## src/rtl/uart_cmd_pkg.sv

```systemverilog
// Shared definitions for the UART command handler.
// State encoding, opcode layout and transmit-handshake constants.
package uart_cmd_pkg;

    // FSM encoding kept as plain constants for legacy tools
    localparam int         ST_W        = 3;
    localparam logic [2:0] S_IDLE      = 3'd0;
    localparam logic [2:0] S_EXEC      = 3'd1;
    localparam logic [2:0] S_SEND      = 3'd2;
    localparam logic [2:0] S_WAIT_BUSY = 3'd3;
    localparam logic [2:0] S_WAIT_DONE = 3'd4;

    // Opcode byte returned for any rejected command
    localparam logic [7:0] ERR_OP = 8'hEE;

    // Register address width carried in the opcode low nibble
    localparam int ADDR_W = 4;

    // Cycles to wait for the controller to report busy after a request
    localparam int BUSY_TIMEOUT = 4;
    localparam int TMO_W        = 3;

    // Opcode byte layout: [7] write, [6:4] reserved, [3:0] address
    typedef struct packed {
        logic              wr;
        logic [2:0]        rsv;
        logic [ADDR_W-1:0] addr;
    } op_t;

    // Saturating 8-bit increment used by both error counters
    function automatic logic [7:0] sat_inc(input logic [7:0] v);
        return (v == 8'hFF) ? v : v + 8'd1;
    endfunction

endpackage

```

## src/rtl/cmd_regfile.sv

```systemverilog
// Register file behind the UART command port.
// One write port, one combinational read port, flat view of all registers.
module cmd_regfile
    import uart_cmd_pkg::*;
#(
    parameter int NUM_REGS = 8,
    parameter int DW       = 8
) (
    input  logic                   clk,
    input  logic                   reset,
    input  logic                   we,
    input  logic [ADDR_W-1:0]      waddr,
    input  logic [DW-1:0]          wdata,
    input  logic [ADDR_W-1:0]      raddr,
    output logic [DW-1:0]          rdata,
    output logic [NUM_REGS*DW-1:0] regs_flat
);

    logic [DW-1:0] regs_q [NUM_REGS];
    logic [DW-1:0] regs_d [NUM_REGS];

    // Next-state of the array: only the addressed entry changes on a write
    always_comb begin
        regs_d = regs_q;
        if (we) begin
            for (int i = 0; i < NUM_REGS; i++) begin
                if (waddr == ADDR_W'(i)) begin
                    regs_d[i] = wdata;
                end
            end
        end
    end

    // Combinational read; unmapped addresses return zero
    always_comb begin
        rdata = '0;
        for (int i = 0; i < NUM_REGS; i++) begin
            if (raddr == ADDR_W'(i)) begin
                rdata = regs_q[i];
            end
        end
    end

    // Register storage, cleared by reset
    always_ff @(posedge clk or posedge reset) begin
        if (reset) begin
            for (int i = 0; i < NUM_REGS; i++) begin
                regs_q[i] <= '0;
            end
        end else begin
            regs_q <= regs_d;
        end
    end

    for (genvar g = 0; g < NUM_REGS; g++) begin : g_flat
        assign regs_flat[g*DW +: DW] = regs_q[g];
    end

endmodule

```

## src/rtl/uart_cmd_handler.sv

```systemverilog
// Turns received UART frames into register reads/writes and replies.
// One-entry input buffer, command FSM, response formation and counters.
module uart_cmd_handler
    import uart_cmd_pkg::*;
#(
    parameter int BYTES    = 2,
    parameter int NUM_REGS = 8
) (
    input  logic                         clk,
    input  logic                         reset,
    input  logic [BYTES*8-1:0]           data_received,
    input  logic                         rx_done_tick,
    input  logic                         tx_busy_total,
    output logic [BYTES*8-1:0]           data_to_send,
    output logic                         start_tx,
    output logic [NUM_REGS*(BYTES*8-8)-1:0] regs_flat,
    output logic [7:0]                   ovf_count,
    output logic [7:0]                   err_count
);

    localparam int FW = BYTES * 8;
    localparam int DW = FW - 8;

    logic [ST_W-1:0]  state_q, state_d;
    logic [FW-1:0]    pend_q, pend_d;
    logic             pend_v_q, pend_v_d;
    logic [FW-1:0]    cmd_q, cmd_d;
    logic [TMO_W-1:0] tmo_q, tmo_d;
    logic [FW-1:0]    data_q, data_d;
    logic             start_q, start_d;
    logic [7:0]       ovf_q, ovf_d;
    logic [7:0]       err_q, err_d;

    op_t              op;
    logic [DW-1:0]    payload;
    logic [DW-1:0]    rd_data;
    logic             cmd_ok;
    logic             wr_en;
    logic             consume;

    assign op      = op_t'(cmd_q[FW-1 -: 8]);
    assign payload = cmd_q[DW-1:0];
    assign cmd_ok  = (op.rsv == 3'b000) && (int'(op.addr) < NUM_REGS);
    assign wr_en   = (state_q == S_EXEC) && cmd_ok && op.wr;
    assign consume = (state_q == S_IDLE) && pend_v_q;

    cmd_regfile #(
        .NUM_REGS (NUM_REGS),
        .DW       (DW)
    ) u_regs (
        .clk       (clk),
        .reset     (reset),
        .we        (wr_en),
        .waddr     (op.addr),
        .wdata     (payload),
        .raddr     (op.addr),
        .rdata     (rd_data),
        .regs_flat (regs_flat)
    );

    // Input buffer: accept when empty or being drained this cycle, else drop
    always_comb begin
        pend_d   = pend_q;
        pend_v_d = pend_v_q;
        ovf_d    = ovf_q;
        if (consume) begin
            pend_v_d = 1'b0;
        end
        if (rx_done_tick) begin
            if (!pend_v_q || consume) begin
                pend_d   = data_received;
                pend_v_d = 1'b1;
            end else begin
                ovf_d = sat_inc(ovf_q);
            end
        end
    end

    // Command FSM: take a frame, execute it, request transmit, track busy
    always_comb begin
        state_d = state_q;
        cmd_d   = cmd_q;
        tmo_d   = tmo_q;
        data_d  = data_q;
        start_d = 1'b0;
        err_d   = err_q;
        unique case (state_q)
            S_IDLE: begin
                if (pend_v_q) begin
                    cmd_d   = pend_q;
                    state_d = S_EXEC;
                end
            end
            S_EXEC: begin
                if (!cmd_ok) begin
                    data_d = {ERR_OP, {DW{1'b0}}};
                    err_d  = sat_inc(err_q);
                end else if (op.wr) begin
                    data_d = {op, payload};
                end else begin
                    data_d = {op, rd_data};
                end
                start_d = 1'b1;
                state_d = S_SEND;
            end
            S_SEND: begin
                tmo_d   = '0;
                state_d = S_WAIT_BUSY;
            end
            S_WAIT_BUSY: begin
                if (tx_busy_total) begin
                    state_d = S_WAIT_DONE;
                end else if (tmo_q == TMO_W'(BUSY_TIMEOUT - 1)) begin
                    err_d   = sat_inc(err_q);
                    state_d = S_IDLE;
                end else begin
                    tmo_d = tmo_q + 1'b1;
                end
            end
            S_WAIT_DONE: begin
                if (!tx_busy_total) begin
                    state_d = S_IDLE;
                end
            end
            default: begin
                state_d = S_IDLE;
            end
        endcase
    end

    // State and output registers
    always_ff @(posedge clk or posedge reset) begin
        if (reset) begin
            state_q  <= S_IDLE;
            pend_q   <= '0;
            pend_v_q <= 1'b0;
            cmd_q    <= '0;
            tmo_q    <= '0;
            data_q   <= '0;
            start_q  <= 1'b0;
            ovf_q    <= '0;
            err_q    <= '0;
        end else begin
            state_q  <= state_d;
            pend_q   <= pend_d;
            pend_v_q <= pend_v_d;
            cmd_q    <= cmd_d;
            tmo_q    <= tmo_d;
            data_q   <= data_d;
            start_q  <= start_d;
            ovf_q    <= ovf_d;
            err_q    <= err_d;
        end
    end

    assign data_to_send = data_q;
    assign start_tx     = start_q;
    assign ovf_count    = ovf_q;
    assign err_count    = err_q;

endmodule

```

## config.mk

```make
export PLATFORM = sky130hd
export DESIGN_NAME = uart_cmd_handler
export DESIGN_NICKNAME = d
export VERILOG_FILES = /design/src/rtl/uart_cmd_pkg.sv /design/src/rtl/cmd_regfile.sv /design/src/rtl/uart_cmd_handler.sv
export SDC_FILE = /design/constraint.sdc
export NUM_CORES = 1
export LEC_CHECK = 0
export ABC_AREA = 1
export BUFFER_PORTS_ARGS = -buffer_cell sky130_fd_sc_hd__buf_2
export CAP_MARGIN = 40
export CORE_MARGIN = 2
export CORE_UTILIZATION = 25
export CTS_BUF_LIST = sky130_fd_sc_hd__clkbuf_8
export DETAILED_ROUTE_END_ITERATION = 12
export GPL_TIMING_DRIVEN = 0
export PLACE_DENSITY = 0.47
export SYNTH_ARGS = -nofsm -noshare
export SYNTH_HDL_FRONTEND = slang
export SYNTH_HIERARCHICAL = 1
export SYNTH_SLANG_ARGS = --single-unit
```

## constraint.sdc

```tcl
create_clock -name clk -period 2.05 [get_ports clk]
set_input_delay 0 -clock clk [delete_from_list [all_inputs] [get_ports clk]]
set_output_delay 0 -clock clk [all_outputs]
set_load 0.01 [all_outputs]
```

Yosys cells after proc, flatten, opt, wreduce, memory -nomap -nowiden
Cells that the tools add are included.

storage, ports and cells
  bits in registers = 136

cells by class
  add/subtract/negate cells = 3
  magnitude comparators = 1
  eq/ne operators = 21
  multiplexer cells = 27
  bitwise logic cells = 2
  reductions and logical operators = 25

operators by type and width
  operator                                              number
  two-way mux 8 bit                                     12
  two-way mux 16 bit                                    2
  AND reduction 2 bit                                   10
  two-way mux 3 bit                                     6
  adder 8 x 1 -> 8 bit (second input constant)          2
  equality test 4 x 3 -> 1 bit (second input constant)  4
  equality test 8 bit (second input constant)           2
  case mux 8 bit (2 select lines)                       1
  case mux 3 bit (5 select lines)                       1
  inequality test 2 bit (second input constant)         6
  equality test 3 x 2 -> 1 bit (second input constant)  3
  AND reduction 3 bit                                   3
  equality test 4 x 2 -> 1 bit (second input constant)  2
  zero test 3 bit                                       2
  case mux 3 bit (2 select lines)                       1
  equality test 4 x 1 -> 1 bit (second input constant)  1
  logical AND 1 bit                                     4
  zero test 4 bit                                       1
  less-than comparator 4 bit (second input constant)    1
  two-way mux 1 bit                                     4
  AND reduction 4 bit                                   1
  nonzero test 2 bit                                    2
  adder 3 x 1 -> 3 bit (second input constant)          1
  equality test 3 x 1 -> 1 bit (second input constant)  1
  other kinds (5)                                       6

Logic depth before layout (Yosys ltp)
Gate-level depths: netlist (run 1).

  depth after elaboration = 11
  depth in mapped cells = 11

Hierarchy
Netlist (run 1), hierarchy kept.

modules (own cells, without submodules)
  module            times used  cells an instance  area an instance (um2)
  uart_cmd_handler  1           366                3250.6
  cmd_regfile       1           352                2920.3

Worst setup path before layout (run 1)
No wires, ideal clock.

  kind = register -> register
  start = reg cmd_q[11]
  end = reg u_regs.regs_q, in the netlist u_regs/regs_flat[13]
  library setup time = 131 ps
  arrival = 1662 ps
  slack = 257 ps
  cell stages (with the launch flop) = 12
  buffers on the path = 1
  cells stage by stage = dfrtp_1 -> nor2_1 -> nand2_1 -> inv_1 -> nand2_8 -> nor2_8 -> nand2_1 -> nor2_1 -> nand2_1 -> clkbuf_1 -> nand2_1 -> o21ai_0

between the ends
  word-level cells in the longest chain between the ends = 5
  elaborated cells between the ends (all ways) = 6

ends and longest elaborated chain
  element                               line                     source
  start: declaration                    uart_cmd_handler.sv:27   logic [FW-1:0] cmd_q, cmd_d;
  start signal: assignment              uart_cmd_handler.sv:147  cmd_q <= cmd_d;
  less-than comparator 4 bit            uart_cmd_handler.sv:43   assign cmd_ok = (op.rsv == 3'b000) && (int'(op.addr) < NUM_REGS);
  logical AND 1 bit                     uart_cmd_handler.sv:43
  logical AND 1 bit (2 in a row)        uart_cmd_handler.sv:44   assign wr_en = (state_q == S_EXEC) && cmd_ok && op.wr;
  net wr_en                             uart_cmd_handler.sv:38   logic wr_en;
  AND reduction 2 bit (no source line)  n/a
  end signal: assignment                cmd_regfile.sv:51        regs_q <= regs_d;
  end: declaration                      cmd_regfile.sv:19        logic [DW-1:0] regs_q [NUM_REGS];

The timed path passes the listed nets, and every way through them passes these cells.
A chain may end at the register's enable or synchronous reset.

Final worst setup path (run 1)
  start = reg cmd_q[10]
  end = reg data_q[1], in the netlist data_to_send[1]

between the ends
  word-level cells in the longest chain between the ends = 11
  elaborated cells between the ends (all ways) = 20

ends and longest elaborated chain
  element                         line                     source
  zero test 4 bit                 cmd_regfile.sv:38        if (raddr == ADDR_W'(i)) begin
  two-way mux 8 bit (7 in a row)  cmd_regfile.sv:38
  two-way mux 8 bit (*)           cmd_regfile.sv:38
  net rd_data[1]                  uart_cmd_handler.sv:36   logic [DW-1:0] rd_data;
  two-way mux 16 bit (*)          uart_cmd_handler.sv:98   end else if (op.wr) begin
  two-way mux 16 bit (*)          uart_cmd_handler.sv:95   if (!cmd_ok) begin
  end signal: assignment          uart_cmd_handler.sv:149  data_q <= data_d;
  end: declaration                uart_cmd_handler.sv:29   logic [FW-1:0] data_q, data_d;

Mark *: on every way through the listed nets, which the timed path passes. The rest lies on a longest branch.

==> qor.csv, run 1 <==
metric;value;unit
Final Skew;16.5;ps
Area growth syn-to-layout;30.7;%
Slew @ Worst Pin;518;ps
syn_nets;742;
placed cells;1160;
Final Critical Period;1890;ps
status;finished clean;
Metal-1 WL;9070;microns
Mapped Cells;718;
die area;0.0260;sq mm
Die X-Extent;161;microns
1st-pass router iterations;5;
initial core utilization;25.4;%
maximum clock frequency;530;MHz
PortBufs;116;
Slew Limit Fails;0;
filler cell count;2607;
diode count;0;
Final Instance Area;0.00807;sq mm
# IOs;117;
Longest Clk Path Bufs;2;
Setup Viol. Count Final;0;
wire per inst;15.4;microns
via count normalized by instance count;4.43;
DRC viols;0;
pwr dens;1440;mW/mm^2
Initial DRC Count;353;
Synth async-reset ratio;100;%
placed inst area;0.00722;sq mm
DRT antenna net count;0;
Slew headroom;65.4;%
VDD IR max;613;uV
Sink Count;136;
Syn Std Cell Area;0.00617;sq mm
global-route wire length before repair;30100;microns
Critical Path AT;2270;ps
Setup crit end kind;flop;
Routed WL;18800;microns
reg2reg path depth;8;
CTS Buf Count;17;
routed wl met2;8590;microns
clock-pin transition on the worst setup and hold timing paths;100;ps
Die Ht;161;microns
Final HPWL DP;13500;microns
largest net degree at the start of global routing;50;
most common cell after layout, fill and taps aside;nand2_1;
hold crit path type;primary input to async pin;
GRT overflow;0;
initial antenna violation count;0;
Critical Path Start;cmd_q[10];
CP Max Fanout;8;
Total Routing Usage GR;15.1;%
Period Utilization, post-route;92.0;%
RSZ-0062 raised after global routing;false;
final hold viol count;0;
Clock Latency Late Sink;460;ps
Placer Congestion;0.798;
leak pwr;4.10;nW
Syn Area/Cell;8.59;sq um
nets;912;
max layer used;met4;
Setup crit end;data_to_send[1];
r2r endpoint;data_to_send[1];
FF-to-FF setup slack;160;ps
share of cells above drive strength 1;25.4;%
fin cells;1225;
Root Driver;clkbuf_8;
reg2reg start;cmd_q[10];
Core ar.;0.0242;sq mm
Max Cap Viol;0;
WL met3;968;microns
Pwr Total;11.6;mW
Worst Path Required;2430;ps
Synth Register Bits;136;
vias after detailed routing;5422;
CTS tree;yes;
Worst setup SP type;flop;
Synth Flop Type;dfrtp_1;
Warnings, synthesis;6;
Netlist cell types;35;
Worst Hold Margin;64.7;ps
Post-synth EDFFs;0;
row count;57;
sequential share of the synthesized area;55.2;%
H-tree depth;4;
vias in the first global route;5226;
CP Class;flop to flop;
commonest non-fill, non-tap cells in the layout;nand2_1, dfrtp_1, buf_2, inv_1, nand3_1;
[flip-flops by register name (all words and copies together), names as in the netlist]
register	flops
cmd_q	16
data_to_send	16
err_count	8
ovf_count	8
pend_q	16
pend_v_q	1
start_tx	1
state_q	3
tmo_q	3
u_regs/regs_flat	64
[worst min path at each step]
stage / cells past startpoint / slack [ps] / start / to
2_1_floorplan: 2 / 120 / rx_done_tick / pend_v_q
3_3_place_gp: 3 / 240 / data_received[6] / pend_q[6]
3_5_place_dp: 2 / 7 / reset / u_regs/regs_flat[21]
4_1_cts: 3 / 50 / reset / u_regs/regs_flat[20]
5_1_grt: 3 / 70 / reset / u_regs/regs_flat[20]
6_report: 3 / 60 / reset / u_regs/regs_flat[12]
[area by class of cell]
class / instances / area (sq um) / area share [%]
Sequential cell: 136 / 3410 / 42.3
Multi-Input combinational cell: 494 / 2450 / 30.4
Timing Repair Buffer: 151 / 936 / 11.6
Tap cell: 324 / 405 / 5.03
Inverter: 69 / 267 / 3.30
Clock buffer: 18 / 248 / 3.07
Clock inverter: 14 / 244 / 3.03
Buffer: 19 / 103 / 1.27
[metrics by stage]
step / utilization (%) / TNS (ps) / setup WS, ps
floorplan: - / 0 / 225
global placement: 29.5 / -119030 / -965
detailed placement: 29.8 / -13680 / -358
CTS: 32.9 / 0 / 13.5
global route: 33.3 / 0 / 26.1
finish: 33.3 / 0 / 164
[cell usage after synthesis, types with 2 or more instances]
| library cell | number | area share [%] |
|---|---|---|
| nand2_1 | 205 | 12 |
| dfrtp_1 | 136 | 55 |
| inv_1 | 64 | 3.9 |
| nand3_1 | 63 | 5.1 |
| nor2_1 | 60 | 3.6 |
| o21ai_0 | 58 | 4.7 |
| a21oi_1 | 25 | 2.0 |
| nand4_1 | 17 | 1.7 |
| a21oi_2 | 9 | 1.3 |
| nor2_2 | 9 | 0.91 |
| clkbuf_1 | 8 | 0.49 |
| buf_2 | 7 | 0.57 |
| o21ai_1 | 7 | 0.57 |
| xor2_1 | 5 | 0.71 |
| buf_4 | 4 | 0.49 |
| ha_1 | 4 | 0.81 |
| inv_2 | 4 | 0.24 |
| nand2_2 | 4 | 0.41 |
| nor2_4 | 4 | 0.73 |
| o211ai_1 | 3 | 0.36 |
| o21a_1 | 3 | 0.36 |
| nand3b_1 | 2 | 0.24 |
| nor2_8 | 2 | 0.65 |
| nor3_1 | 2 | 0.16 |
| o22a_1 | 2 | 0.28 |
| o22ai_1 | 2 | 0.20 |
[layer usage]
metal  up-vias  track usage, %
met2       151            23.4
met4         0            3.57
met1      2571            21.2
met3        17            3.70
li1       2683               -
met5         -               0
[what timing repair did]
action | in CTS | in global routing
pin swaps | 2 | 3
hold buffers | 21 | 0
gates resized for setup | 14 | 8
hold endpoints to repair | 159 | 0
buffers inserted | 5 | 7
endpoints found under the setup margin | 72 | 59
[worst max-delay path, stage by stage, from the launching register on]
cell and delay, ps:
dfrtp_1 540, inv_1 120, nor2_4 150, inv_1 130, nor2_2 430, nand2_1 110
nand4_1 180, nand2_1 70, nand3_1 80
[power by group]
part	switching (mW)	internal, mW
combinational	2.80	1.50
sequential	0.907	3.66
clock	1.16	1.61
[cells by family (layout without fill, tap and decap cells)]
kind of cell / count (synthesis) / count (layout) / synth area share (%)
flops: 136 / 136 / 55.1
fa+ha+maj: 4 / 4 / 0.811
simple gates: 373 / 373 / 27.3
compound gates: 110 / 110 / 9.91
buf+inv: 88 / 271 / 5.78
xor+xnor: 6 / 6 / 0.852
mux: 1 / 1 / 0.182
No activity file was read; power rests on OpenSTA's default activity.
==> run 2: changes to the inputs <==
--- a/config.mk
+++ b/config.mk
@@ -5,15 +5,14 @@
 export SDC_FILE = /design/constraint.sdc
 export NUM_CORES = 1
 export LEC_CHECK = 0
-export ABC_AREA = 1
-export BUFFER_PORTS_ARGS = -buffer_cell sky130_fd_sc_hd__buf_2
-export CAP_MARGIN = 40
+export CAP_MARGIN = 20
 export CORE_MARGIN = 2
 export CORE_UTILIZATION = 25
 export CTS_BUF_LIST = sky130_fd_sc_hd__clkbuf_8
 export DETAILED_ROUTE_END_ITERATION = 12
+export DONT_BUFFER_PORTS = 1
 export GPL_TIMING_DRIVEN = 0
-export PLACE_DENSITY = 0.47
+export PLACE_DENSITY = 0.43
 export SYNTH_ARGS = -nofsm -noshare
 export SYNTH_HDL_FRONTEND = slang
 export SYNTH_HIERARCHICAL = 1
==> run 2 against run 1 <==
  * The run now ends with negative setup slack left
  * Worst setup slack lost 450 ps
  * Area after synthesis is 1.4% higher
  * Global-route usage down 0.83 points
  * Maximum frequency down 19%
  * Clock skew decreased by 2.3 ps
  * Synthesized cell count shrank 29%
  * Combinational power shrank 10%
  * First-iteration DRC count down 33%
  * Via count down 20%
  * Final area decreased by 0.16%
==> qor.csv, run 2 <==
metric;value;unit
DRT antenna net count;0;
Critical Path AT;2660;ps
Final Instance Area;0.00805;sq mm
RSZ-0062 raised after global routing;true;
slowest CP cell;or4_4;
Post-synth EDFFs;0;
CTS tree;yes;
Clock Latency Late Sink;440;ps
met2 capacity usage during global routing;23.5;%
Final Critical Period;2340;ps
CP Buf/Inv Count;0;
critical path depth in cells;6;
Routed WL;18600;microns
area of the multi-input gates;0.00302;sq mm
GRT overflow;0;
Slew Limit Fails;0;
vias in the first global route;4448;
commonest non-fill, non-tap cells in the layout;dfrtp_1, mux2_2, mux2_4, nor2_1, buf_4;
Netlist cell types;53;
Worst setup SP type;flop;
Compound-Gate Fraction of Synth Area;7.36;%
area share of the largest cell type after synthesis;54.4;%
flip-flop and latch area;0.00341;sq mm
status;finished with violations;
slowest stage delay, CP;580;ps
Syn Area/Cell;12.2;sq um
nets;609;
final setup margin;-286;ps
diode count;0;
family with the most delay on the worst path;simple AND/OR/NAND/NOR gates;
simple-gate share of the synthesized area;11.4;%
1st-pass router iterations;4;
fraction of synthesized area in multiplexers;21.7;%
vias after detailed routing;4333;
Area growth syn-to-layout;28.7;%
Core ar.;0.0245;sq mm
PortBufs;0;
Sink Count;136;
filler cell count;2454;
Max Cap Viol;0;
reg2reg path depth;6;
Synth Register Bits;136;
CP Class;flop to flop;
Slew headroom;55.9;%
Warnings, synthesis;6;
leak pwr;3.58;nW
post-route setup TNS;-13270;ps
Synth Flop Type;dfrtp_1;
row count;57;
fin cells;922;
maximum clock frequency;428;MHz
Slew @ Worst Pin;661;ps
H-tree depth;4;
VDD IR max;646;uV
sequential share of the synthesized area;54.4;%
CTS Buf Count;17;
Setup crit end kind;flop;
placed cells;838;
DRC viols;0;
pwr dens;1390;mW/mm^2
failing checks;negative setup slack;
Final Skew;14.3;ps
main combinational cell family by area after synthesis;multiplexers;
Final HPWL DP;12800;microns
Total Routing Usage GR;14.2;%
Area contributors post-synth;dfrtp_1, mux2_2, mux2i_1;
die area;0.0263;sq mm
CP Max Fanout;8;
XOR/XNOR Fraction of Synth Area;1.40;%
syn_nets;536;
global-route wire length before repair;27900;microns
# IOs;117;
hold crit path type;primary input to async pin;
via count normalized by instance count;4.70;
Most Crowded Layer GR;met2;
final hold viol count;0;
most common library cells after synthesis;dfrtp_1, mux2_2, nor2_1;
met3 Use GR;6.36;%
Mapped Cells;512;
largest net degree at the start of global routing;71;
Longest Clk Path Bufs;2;
max reg flops;64;
Initial DRC Count;235;
synthesized-area fraction occupied by adder cells;0.800;%
share of cells above drive strength 1;39.3;%
most common cell after layout, fill and taps aside;dfrtp_1;
Worst Path Required;2370;ps
worst path cell trace;or4_4 > nor2_4 > and2_4 > nor3b_4 > and3_4 > mux2_4;
Root Driver;clkbuf_8;
clock-pin transition on the worst setup and hold timing paths;80;ps
Setup Viol. Count Final;69;
Die X-Extent;162;microns
placed inst area;0.00680;sq mm
Synth async-reset ratio;100;%
Final Util;32.9;%
Die Ht;162;microns
Syn Std Cell Area;0.00626;sq mm
Synth area leader;dfrtp_1;
Placer Congestion;0.799;
wire per inst;20.2;microns
initial core utilization;25.6;%
cell with the most instances after synthesis;dfrtp_1;
GR Util met1;17.5;%
Period Utilization, post-route;114;%
initial antenna violation count;0;
run 2: cell types whose count changed after synthesis, sizes merged, moves of 34 or more:
cell	change
nor2	-35
inv	-54
nand2	-178
nand3	-60
o21ai	-34
mux2	+98
run 2: repair_timing:
action                                  4_1_cts  5_1_grt
pin swaps                                     5       18
hold buffers                                 20        1
hold endpoints to repair                    159        8
endpoints found under the setup margin       82       90
resized for setup                            30       69
buffers inserted                             13       21
run 2: where the power goes:
group          switching (mW)  leakage (nW)  internal [mW]
registers                1.26          1.76           3.48
logic                    1.94          1.58           1.93
clock network            1.10         0.238           1.47
total                    4.30          3.58           6.88
run 2: worst register-to-register path, stage by stage, from the launching register on:
cell and delay [ps]:
dfrtp_2 410, or4_4 580, nor2_4 130, and2_4 170
nor3b_4 260, and3_4 360, mux2_4 320
run 2: worst paths after layout:
| kind | start | endpoint | slack (ps) |
|---|---|---|---|
| max | cmd_q[11] | u_regs/regs_flat[29] | -290 |
| min | reset | data_to_send[3] | 140 |
| max reg2reg | cmd_q[11] | u_regs/regs_flat[29] | -290 |
| min reg2reg | pend_q[2] | cmd_q[2] | 510 |
| max in group asynchronous | reset | u_regs/regs_flat[40] | 1260 |
| min in group clk | rx_done_tick | pend_v_q | 200 |
run 2: area by class of cell:
type / count / share of cell area (%)
Clock inverter: 14 / 2.58
Timing Repair Buffer: 57 / 6.90
Inverter: 15 / 0.730
Multi-Input combinational cell: 336 / 37.5
Sequential cell: 136 / 42.3
Clock buffer: 18 / 3.08
Buffer: 22 / 1.83
Tap cell: 324 / 5.03
run 2: cells by family after synthesis:
logic type               after synthesis
AO/OA/AOI/OAI                         72
XOR/XNOR                              10
adder cells (fa/ha/maj)                4
buffers and inverters                 40
flip-flops                           136
multiplexers                         118
AND/OR/NAND/NOR                      132
run 2: layer usage:
layer | part of all wire (%) | up-vias
li1 | - | 1978
met4 | 0.46 | 0
met3 | 8.4 | 4
met5 | 0 | -
met2 | 50 | 131
met1 | 41 | 2220
run 2: metrics by stage:
| step | setup slack, ps | hold WS, ps | power, mW |
|---|---|---|---|
| after floorplan | -218 | 108 | 6.72 |
| after global placement | -620 | 111 | 7.78 |
| after detailed placement | -572 | -255 | 7.90 |
| after CTS | -247 | 13.4 | 10.8 |
| after global routing | -329 | 141 | 11.9 |
| final | -286 | 143 | 11.2 |
